--- config.mk ---
export PLATFORM = sky130hd
export DESIGN_NAME = instr_fetch_mem
export DESIGN_NICKNAME = d
export VERILOG_FILES = /design/src/rtl/instr_fetch_mem.sv
export SDC_FILE = /design/constraint.sdc
export NUM_CORES = 1
export LEC_CHECK = 0
export ABC_CLOCK_PERIOD_IN_PS = 5400
export BUFFER_PORTS_ARGS = -buffer_cell sky130_fd_sc_hd__buf_2
export CAP_MARGIN = 15
export CORE_MARGIN = 5
export CORE_UTILIZATION = 39
export DETAILED_ROUTE_END_ITERATION = 16
export PLACE_DENSITY = 0.62
export SYNTH_ARGS = -nofsm -noshare
export SYNTH_HDL_FRONTEND = slang
export SYNTH_SLANG_ARGS = --single-unit
--- constraint.sdc ---
create_clock -name clk -period 5.4 [get_ports clk]
set_input_delay 0.27 -clock clk [delete_from_list [all_inputs] [get_ports clk]]
set_output_delay 0.27 -clock clk [all_outputs]
set_load 0.05 [all_outputs]
--- src/rtl/instr_fetch_mem.sv ---
// Instruction memory with a valid/ready fetch port, a program-load write port
// and an optional zero-fill sweep after reset.
module instr_fetch_mem #(
  parameter int unsigned     XLEN           = 32,
  parameter int unsigned     DEPTH          = 32,
  parameter bit              CLEAR_ON_RESET = 1'b1,
  parameter logic [XLEN-1:0] NOP_WORD       = XLEN'(32'h00000013)
) (
  input  logic                     clk,
  input  logic                     reset,
  input  logic                     req_valid,
  output logic                     req_ready,
  input  logic [31:0]              req_addr,
  output logic                     resp_valid,
  input  logic                     resp_ready,
  output logic [XLEN-1:0]          resp_instr,
  output logic [1:0]               resp_fault,
  input  logic                     flush,
  input  logic                     prog_we,
  input  logic [$clog2(DEPTH)-1:0] prog_addr,
  input  logic [XLEN-1:0]          prog_data,
  output logic                     busy
);

  localparam int unsigned AW = $clog2(DEPTH);

  localparam logic [1:0] FAULT_NONE  = 2'b00;
  localparam logic [1:0] FAULT_ALIGN = 2'b01;
  localparam logic [1:0] FAULT_RANGE = 2'b10;

  typedef enum logic [1:0] {
    S_CLEAR = 2'd0,
    S_IDLE  = 2'd1,
    S_RESP  = 2'd2
  } state_t;

  state_t          state;
  state_t          state_nxt;
  logic [AW-1:0]   clr_idx;
  logic [XLEN-1:0] mem [DEPTH];

  logic        accept;
  logic [29:0] word_idx;
  logic        misaligned;
  logic        out_of_range;

  assign accept       = req_valid && req_ready;
  assign word_idx     = req_addr[31:2];
  assign misaligned   = |req_addr[1:0];
  assign out_of_range = word_idx >= 30'(DEPTH);

  // State register
  always_ff @(posedge clk) begin
    if (reset) begin
      state <= CLEAR_ON_RESET ? S_CLEAR : S_IDLE;
    end else begin
      state <= state_nxt;
    end
  end

  // Next-state logic; flush outranks every handshake
  always_comb begin
    state_nxt = state;
    case (state)
      S_CLEAR: begin
        if (clr_idx == AW'(DEPTH - 1)) state_nxt = S_IDLE;
      end
      S_IDLE, S_RESP: begin
        if (flush)                              state_nxt = S_IDLE;
        else if (accept)                        state_nxt = S_RESP;
        else if (state == S_RESP && resp_ready) state_nxt = S_IDLE;
      end
      default: state_nxt = S_IDLE;
    endcase
  end

  // Outputs decoded from the registered state
  always_comb begin
    req_ready  = 1'b0;
    resp_valid = 1'b0;
    busy       = 1'b0;
    case (state)
      S_CLEAR: busy = 1'b1;
      S_IDLE:  req_ready = !flush && !reset;
      S_RESP: begin
        resp_valid = 1'b1;
        req_ready  = !flush && !reset && resp_ready;
      end
      default: ;
    endcase
  end

  // Zero-fill sweep index
  always_ff @(posedge clk) begin
    if (reset) begin
      clr_idx <= '0;
    end else if (state == S_CLEAR) begin
      clr_idx <= clr_idx + AW'(1);
    end
  end

  // Storage: the sweep owns the write port while clearing
  always_ff @(posedge clk) begin
    if (!reset) begin
      if (state == S_CLEAR) begin
        mem[clr_idx] <= '0;
      end else if (prog_we) begin
        mem[prog_addr] <= prog_data;
      end
    end
  end

  // Response payload; the read sees pre-write contents on a same-index write
  always_ff @(posedge clk) begin
    if (reset) begin
      resp_instr <= '0;
      resp_fault <= FAULT_NONE;
    end else if (accept) begin
      if (misaligned) begin
        resp_instr <= NOP_WORD;
        resp_fault <= FAULT_ALIGN;
      end else if (out_of_range) begin
        resp_instr <= NOP_WORD;
        resp_fault <= FAULT_RANGE;
      end else begin
        resp_instr <= mem[word_idx[AW-1:0]];
        resp_fault <= FAULT_NONE;
      end
    end
  end

endmodule

# ---- Word-level counts from Yosys, hierarchy flattened
# Memories as Yosys holds them, arrays and structs flattened.
# Cells that the tools add are included.
dict set report totals {
  register_bits 41
  mem_bits_rw 1024
  inputBits 75
  output_inout_bits 37
  wordCells 44
  n_memories 1
}
dict set report op_classes {
  addsub 1
  n_lt_le_gt_ge 1
  eq_ne 5
  n_mux 21
  reduce_logical 11
}
# name words word_bits read_ports rd_ports_with_merged_regs wr line
set mem_list {}
lappend mem_list {mem 32 32 1 0 1 40} ;# logic [XLEN-1:0] mem [DEPTH];
# operator n
set op_table {}
lappend op_table {{32-bit two-way mux} 3}
lappend op_table {{32-bit OR reduction} 1}
lappend op_table {{30-bit by 6-bit >= comparator with 1-bit output (second input constant)} 1}
lappend op_table {{2-bit two-way mux} 6}
lappend op_table {{1-bit two-way mux} 9}
lappend op_table {{5-bit by 1-bit adder with 5-bit output (second input constant)} 1}
lappend op_table {{5-bit == test (second input constant)} 1}
lappend op_table {{5-bit two-way mux} 1}
lappend op_table {{1-bit logical AND} 4}
lappend op_table {{4-bit inequality test (second input constant)} 1}
lappend op_table {{2-bit one-hot mux with 2 select lines} 1}
lappend op_table {{2-bit OR reduction} 2}
lappend op_table {{2-bit by 1-bit == test with 1-bit output (second input constant)} 1}
lappend op_table {{2-bit == test (second input constant)} 1}
lappend op_table {{1-bit logical NOT} 2}
lappend op_table {{2-bit logical NOT} 1}
lappend op_table {{2-bit inequality test (second input constant)} 1}
lappend op_table {{1-bit one-hot mux with 2 select lines} 1}
lappend op_table {{2-bit AND reduction} 1}

# ---- Longest topological paths before layout
# Gate-level depths: netlist of the first run.
dict set report depth {
  word_depth 8
  depth_mapped 9
  mapped_depth_nobuf 7
}

# ---- Least setup slack after synthesis of the first run
# No wires, ideal clock.
dict set report synth_timing {
  path_type {register -> register}
  start {register state[0]}
  end {memory mem[4][0], enable pin}
  setup_time_ns 0.421
  t_arrival_ns 3.474
  t_required_ns 4.979
  setup_slack_ns 1.504
  path_stages_with_launch 10
  path_buffers 2
  period_less_slack_ns 3.896
  cell_sequence {dfxtp_1 inv_1 ha_1 clkbuf_1 nor3b_2 clkbuf_1 nand3b_1 o21ai_0 nand2_1 nor2_1}
}
dict set report synth_via {
  word_cells_on_any_way 10
  cone_classes {mux (8); reduce/logical (2)}
}
# element line
set synth_rtl {}
lappend synth_rtl {{from (decl)} 37} ;# state_t state;
lappend synth_rtl {{from (signal assigned)} 55} ;# state <= CLEAR_ON_RESET ? S_CLEAR : S_IDLE;
lappend synth_rtl {{from (signal assigned)} 57} ;# state <= state_nxt;
lappend synth_rtl {{2-bit logical NOT} --}
lappend synth_rtl {{1-bit two-way mux} --}
lappend synth_rtl {{via busy} 22} ;# output logic busy
lappend synth_rtl {{1-bit two-way mux} 104} ;# if (!reset) begin
lappend synth_rtl {{1-bit two-way mux (implied by the code)} 106} ;# mem[clr_idx] <= '0;
lappend synth_rtl {{1-bit two-way mux (no line)} --}
lappend synth_rtl {{to (decl)} 40}
# The timed path passes the listed nets, and every way through them passes these cells.

# ---- Worst setup path in the final report of the first run
dict set report layout_timing {
  start {register state[0]}
  end {memory mem[10][16], enable pin}
}
dict set report layout_via {
  elab_chain_len 6
  word_cells_on_any_way 10
  cone_classes {mux (8); reduce/logical (2)}
}
# element line
set layout_lines {}
lappend layout_lines {{2-bit logical NOT *} 105} ;# if (state == S_CLEAR) begin
lappend layout_lines {{1-bit two-way mux} 105}
lappend layout_lines {{1-bit two-way mux} 104}
lappend layout_lines {{1-bit two-way mux (implied by the code)} 108} ;# mem[prog_addr] <= prog_data;
lappend layout_lines {{32-bit OR reduction (no line)} --}
lappend layout_lines {{5-bit two-way mux (no line) / 1-bit two-way mux (equally long branches)} --}
# Mark *: on every way between the ends. The rest lies on a longest branch, timed or not.

==> impl_metrics.env, run 1 <==
export IMPL_final_nets=2130
export IMPL_synth_top_cells_by_count="edfxtp_1 (1024), mux4_2 (250), mux2i_1 (82), nor2_1 (51), nand2_1 (49)"
export IMPL_avgSynthCellArea_um2=22.08
export IMPL_min_from="req_valid"
export IMPL_fin_setup_tns_ps=0
export IMPL_ant_nets=0
export IMPL_ctsResizeCount=0
export IMPL_status="completed"
export IMPL_wl_met1_mm=41.38
export IMPL_highest_layer="met4"
export IMPL_cts_tree="built"
export IMPL_tightest_slew_ps=1106
export IMPL_p_leak_nw=16.53
export IMPL_met3_length_mm=6.162
export IMPL_drive_above_1_share_pct=30.53
export IMPL_clock_tree_root_cell="clkbuf_16"
export IMPL_pwr_share_clk_pct=44.1
export IMPL_hold_path_class="in -> reg"
export IMPL_grt_pass1_wl_mm=148.4
export IMPL_synth_largest_area_cell="edfxtp_1"
export IMPL_yosysMostFrequentCell="edfxtp_1"
export IMPL_clkLatencyLatePin_ps=700
export IMPL_hold_violations=0
export IMPL_ys_seq_elements=1065
export IMPL_die_h_um=333.3
export IMPL_worst_ep_required_time_ps=5760
export IMPL_async_reset_ff_share_pct=0
export IMPL_power_frac_seq_pct=52.1
export IMPL_grt_max_degree=88
export IMPL_min_period_ps=4038
export IMPL_internal_power_mw=13.73
export IMPL_netlist_top_cells_area="edfxtp_1 (75%), mux4_2 (14%), dfxtp_1 (2.0%), mux2i_1 (2.0%), a22o_1 (0.67%)"
export IMPL_combinationalPowerShare_pct=3.8
export IMPL_core_area_mm2=0.1036
export IMPL_cts_setup_buffers=0
export IMPL_syn_num_nets=1926
export IMPL_grt_antenna_before_repair=2
export IMPL_setup_viol_count_final=0
export IMPL_arrival_ps=4390
export IMPL_overflow=0
export IMPL_gp_congestion=0.7728
export IMPL_cp_start_kind="register"
export IMPL_yosys_warnings=0
export IMPL_relSlewSlack_pct=26.24
export IMPL_r2r_start="state[0]"
export IMPL_syn_to_final_growth_pct=16.27
export IMPL_final_cells=3524
export IMPL_finalWirelength_mm=101.3
export IMPL_htree_levels=3
export IMPL_path_class="reg -> reg"
export IMPL_setup_worst_path_end_class="register"
export IMPL_dieWidth_um=333.3
export IMPL_finalPower_mw=17.32
export IMPL_grt_pass1_vias=20734
export IMPL_syn_area_mm2=0.04076
export IMPL_dpl_cell_count=3312
export IMPL_synth_main_ff_cell="edfxtp_1"
export IMPL_startpoint="state[0]"
export IMPL_hold_path_cell_count=3
export IMPL_drtIter0Drc=2200
export IMPL_wl_met2_mm=51.34
export IMPL_grt_use_total_pct=18.13
export IMPL_die_area_mm2=0.1111
export IMPL_final_max_slew_viol_count=0
export IMPL_dp_hpwl_mm=61.48
export IMPL_io_pins=112
export IMPL_fin_crit_sh_pct=74.78
export IMPL_p_sw_mw=3.588
export IMPL_start_util_pct=39.33
export IMPL_syn_inst=1846
export IMPL_clk_pin_slew_ps=60
export IMPL_rsz0062_at_grt="false"
export IMPL_fin_worst_skew_ps=32.28
export IMPL_numCtsBuffers=106
export IMPL_port_buffer_count=111
export IMPL_crit_fanout=22
export IMPL_avgViaCountPerCell=5.596
export IMPL_cts_sinks=1065
export IMPL_vias=19719
export IMPL_drc=0
export IMPL_peakVddDrop_v=0.0002932
export IMPL_wl_per_cell_um=28.76
export IMPL_reg2reg_depth=7
export IMPL_yosysUniqueCellTypes=49
export IMPL_fp_row_count=118
export IMPL_sw_frac_of_total_pct=20.71
export IMPL_whs_ps=68.36
export IMPL_ys_seq_area_share_pct=77.45
export IMPL_synth_edf_count=1024
export IMPL_clk_path_buf_depth=3
export IMPL_fmax_mhz=247.6
export IMPL_powerDensity_mw_per_mm2=365.5
export IMPL_maxCapViolations=0
export IMPL_drtPass1Iterations=5
export IMPL_yosys_area_top_type_share_pct=75.44
-- worst max-delay path, cell delays in order, from the launching register on --
cell and delay [ps]:
dfxtp_1 360, inv_1 70, ha_1 360, nor3b_4 820, mux2i_1 320, nand2_1 490
nor2_4 900, buf_4 370
-- repair_timing --
| item | in CTS | in global routing |
|---|---|---|
| setup endpoints to repair | 0 | 0 |
| endpoints found under the hold margin | 8 | 0 |
| hold buffers | 2 | 0 |
-- through the flow --
| step | utilization [%] | instance area [µm²] | worst slack, ps |
|---|---|---|---|
| CTS | 45.54 | 47200 | 1232 |
| global placement | 41.84 | 43360 | 1379 |
| detailed placement | 41.96 | 43490 | 1296 |
| finish | 45.73 | 47390 | 1362 |
| floorplan | - | 40760 | 1504 |
| global route | 45.72 | 47390 | 1104 |
-- power by group through the flow --
stage | clock network [mW] | registers, mW | logic (mW)
5_1_grt | 8.15 | 9.02 | 0.702
3_3_place_gp | 0 | 9.20 | 0.643
4_1_cts | 7.77 | 9.02 | 0.667
6_report | 7.64 | 9.02 | 0.660
3_5_place_dp | 0 | 9.20 | 0.664
2_1_floorplan | 0 | 9.20 | 0.426
-- logic make-up (layout without fill, tap and decap cells) --
logic type	count (synthesis)	after routing	synth area share (%)
adder cells (fa/ha/maj)	5	5	0.1535
flip-flops	1065	1065	77.45
buffers and inverters	106	402	1.366
multiplexers	334	334	15.88
other	0	2	0
AND/OR/NAND/NOR	175	175	2.176
AO/OA/AOI/OAI	158	158	2.907
XOR/XNOR	3	3	0.06447
-- cells in the final DEF, fill, tap and decap left out, types with 24 or more instances in the layout --
master and n:
edfxtp_1 1024, o22ai_1 27, mux2i_1 82, dfxtp_1 41, a211oi_1 28, and2_1 35, buf_2 108, nand2_1 49
clkbuf_16 107, a221oi_1 24, mux4_2 250, buf_4 67, nor2_4 33, a22o_1 31
-- registers in the layout, indices dropped and copies added (netlist names) --
name / count
mem: 1024
resp_fault: 2
state: 2
resp_instr: 32
clr_idx: 5
-- final timing paths --
kind	endpoint	slack (ps)
worst max-delay path	mem[10][16]	1360
worst min-delay path	resp_fault[0]	70
worst max register to register	mem[10][16]	1360
worst min register to register	resp_fault[1]	470
-- final cells by class --
type | instances | area (µm²)
diodes | 2 | 5.005
fillers | 8565 | 56250
flip-flops and latches | 1065 | 31570
well taps | 1380 | 1727
clock buffers | 130 | 2813
clock inverters | 70 | 875.8
repair buffers | 197 | 1491
inverters | 5 | 18.77
multi-input cells | 675 | 8894
-- routing by layer --
layer	GRT usage [%]	vias up
li1	-	8262
met4	4.340	0
met1	24.76	10579
met5	0	-
met2	30.89	728
met3	2.950	150
Note: power is estimated with default switching activity, not from simulation.
==> inputs of run 2 (changes only) <==
--- a/config.mk
+++ b/config.mk
@@ -5,7 +5,7 @@
 export SDC_FILE = /design/constraint.sdc
 export NUM_CORES = 1
 export LEC_CHECK = 0
-export ABC_CLOCK_PERIOD_IN_PS = 5400
+export ABC_CLOCK_PERIOD_IN_PS = 3800
 export BUFFER_PORTS_ARGS = -buffer_cell sky130_fd_sc_hd__buf_2
 export CAP_MARGIN = 15
 export CORE_MARGIN = 5
==> constraint.sdc (replaced) <==
create_clock -name clk -period 3.8 [get_ports clk]
set_input_delay 0.19 -clock clk [delete_from_list [all_inputs] [get_ports clk]]
set_output_delay 0.19 -clock clk [all_outputs]
set_load 0.05 [all_outputs]
==> run 2 against run 1 <==
- core utilization about the same
- non-clock buffer count up 42
- critical path depth is 1 higher
- sequential power is 42% higher
- design area about the same
- largest cell class unchanged
- global-route usage fell by 0.19 points
- sequential share of layout area barely moved
==> impl_metrics.env, run 2 (synthesis results as in run 1) <==
export IMPL_status="completed"
export IMPL_grt_use_total_pct=17.94
export IMPL_grt_pass1_vias=20827
export IMPL_dp_hpwl_mm=61.11
export IMPL_clk_path_buf_depth=3
export IMPL_largest_registers="mem x1024, resp_instr x32, clr_idx x5"
export IMPL_rsz0062_at_grt="false"
export IMPL_setup_viol_count_final=0
export IMPL_grt_max_degree=80
export IMPL_largest_reg_flops=1024
export IMPL_path_class="reg -> reg"
export IMPL_overflow=0
export IMPL_fmax_mhz=283.1
export IMPL_final_nets=2171
export IMPL_vias=19903
export IMPL_nFillCells=8604
export IMPL_gp_congestion=0.7834
export IMPL_avgViaCountPerCell=5.592
export IMPL_p_leak_nw=16.63
export IMPL_reg2reg_depth=8
export IMPL_port_buffer_count=111
export IMPL_drtPass1Iterations=5
export IMPL_fp_row_count=118
export IMPL_drtIter0Drc=1951
export IMPL_start_util_pct=39.33
export IMPL_io_pins=112
export IMPL_hold_path_class="in -> reg"
export IMPL_drive_above_1_share_pct=31.05
export IMPL_regMostFlops="mem"
export IMPL_ctsResizeCount=0
export IMPL_layout_common_cells="edfxtp_1 (1024), mux4_2 (250), buf_2 (108)"
export IMPL_htree_levels=3
export IMPL_hold_path_cell_count=3
export IMPL_crit_fanout=29
export IMPL_dpl_cell_count=3356
export IMPL_final_max_slew_viol_count=0
export IMPL_syn_to_final_growth_pct=16.31
export IMPL_final_cells=3559
export IMPL_cp_start_kind="register"
export IMPL_hold_violations=0
export IMPL_grt_pass1_wl_mm=147.3
export IMPL_core_area_mm2=0.1036
export IMPL_place_ws_ps=279.3
export IMPL_cts_tree="built"
export IMPL_worst_ep_required_time_ps=4100
export IMPL_peakVddDrop_v=0.0003654
export IMPL_setup_worst_path_end_class="register"
export IMPL_arrival_ps=3840
export IMPL_fin_worst_skew_ps=17.76
export IMPL_dieWidth_um=333.3
export IMPL_finalPower_mw=23.92
export IMPL_finalWirelength_mm=100.9
export IMPL_die_area_mm2=0.1111
export IMPL_powerDensity_mw_per_mm2=504.6
export IMPL_die_h_um=333.3
export IMPL_grt_antenna_before_repair=3
export IMPL_min_period_ps=3532
export IMPL_fin_crit_sh_pct=92.95
export IMPL_ant_nets=0
export IMPL_whs_ps=49.37
export IMPL_final_common_cell="edfxtp_1"
export IMPL_wl_per_cell_um=28.34
export IMPL_clock_tree_root_cell="clkbuf_16"
export IMPL_cts_sinks=1065
export IMPL_maxCapViolations=0
export IMPL_tightest_slew_ps=1162
export IMPL_clkLatencyLatePin_ps=650
export IMPL_relSlewSlack_pct=22.50
export IMPL_drc=0
export IMPL_clk_pin_slew_ps=60
export IMPL_numCtsBuffers=105
export IMPL_fin_ws_ps=267.9
run 2: cell count changes in the layout (fill, tap and decap cells not counted), moves of 4 or more:
cell / before / now
clkinv_1: 17 / 23
buf_4: 67 / 104
buf_12: 11 / 16
clkinv_16: 4 / 0
bufinv_16: 15 / 10
clkinvlp_4: 6 / 1
clkbuf_1: 17 / 21
run 2: through the flow:
step / instance area, µm² / utilization, % / TNS (ps)
2_1_floorplan: 40770 / - / -40350
3_3_place_gp: 43880 / 42.34 / 0
3_5_place_dp: 43910 / 42.36 / 0
4_1_cts: 47320 / 45.66 / 0
5_1_grt: 47410 / 45.74 / 0
6_report: 47410 / 45.74 / 0
run 2: worst max-delay path, stage by stage (launching register included):
cell,delay [ps]
dfxtp_1,370
inv_1,80
ha_1,350
nor3b_4,520
buf_4,510
mux2i_1,410
nand2_1,330
nor2_4,170
buf_4,380
run 2: report_power, final:
part | leakage, nW | internal, mW | switching (mW)
Sequential | 10.9 | 12.8 | 0.0282
Clock | 1.66 | 5.90 | 4.24
Combinational | 4.03 | 0.387 | 0.570
Total | 16.6 | 19.1 | 4.84
run 2: layer usage:
metal  global-route usage (%)  part of all wire [%]
met2                    30.88                    51
met1                    24.36                    40
met5                        0                     0
met3                    2.683                   6.2
met4                    4.277                   2.3
run 2: worst paths after layout:
check,from,endpoint,slack (ps)
max,state[0],mem[0][21],270
min,req_addr[6],resp_instr[30],50
max reg2reg,state[0],mem[0][21],270
min reg2reg,resp_instr[18],resp_instr[18],480
run 2: what timing repair did:
action	in CTS	in global routing
hold buffers	5	0
buffers inserted	0	0
hold endpoints to repair	12	0
run 2: final cells by class:
type,instances,area (µm²),share of cell area [%]
clock inverters,60,550.5,1.161
diodes,2,5.005,0.01056
inverters,5,18.77,0.03959
well taps,1380,1727,3.642
flip-flops and latches,1065,31570,66.59
multi-input cells,675,8894,18.76
clock buffers,133,2814,5.935
repair buffers,239,1832,3.864
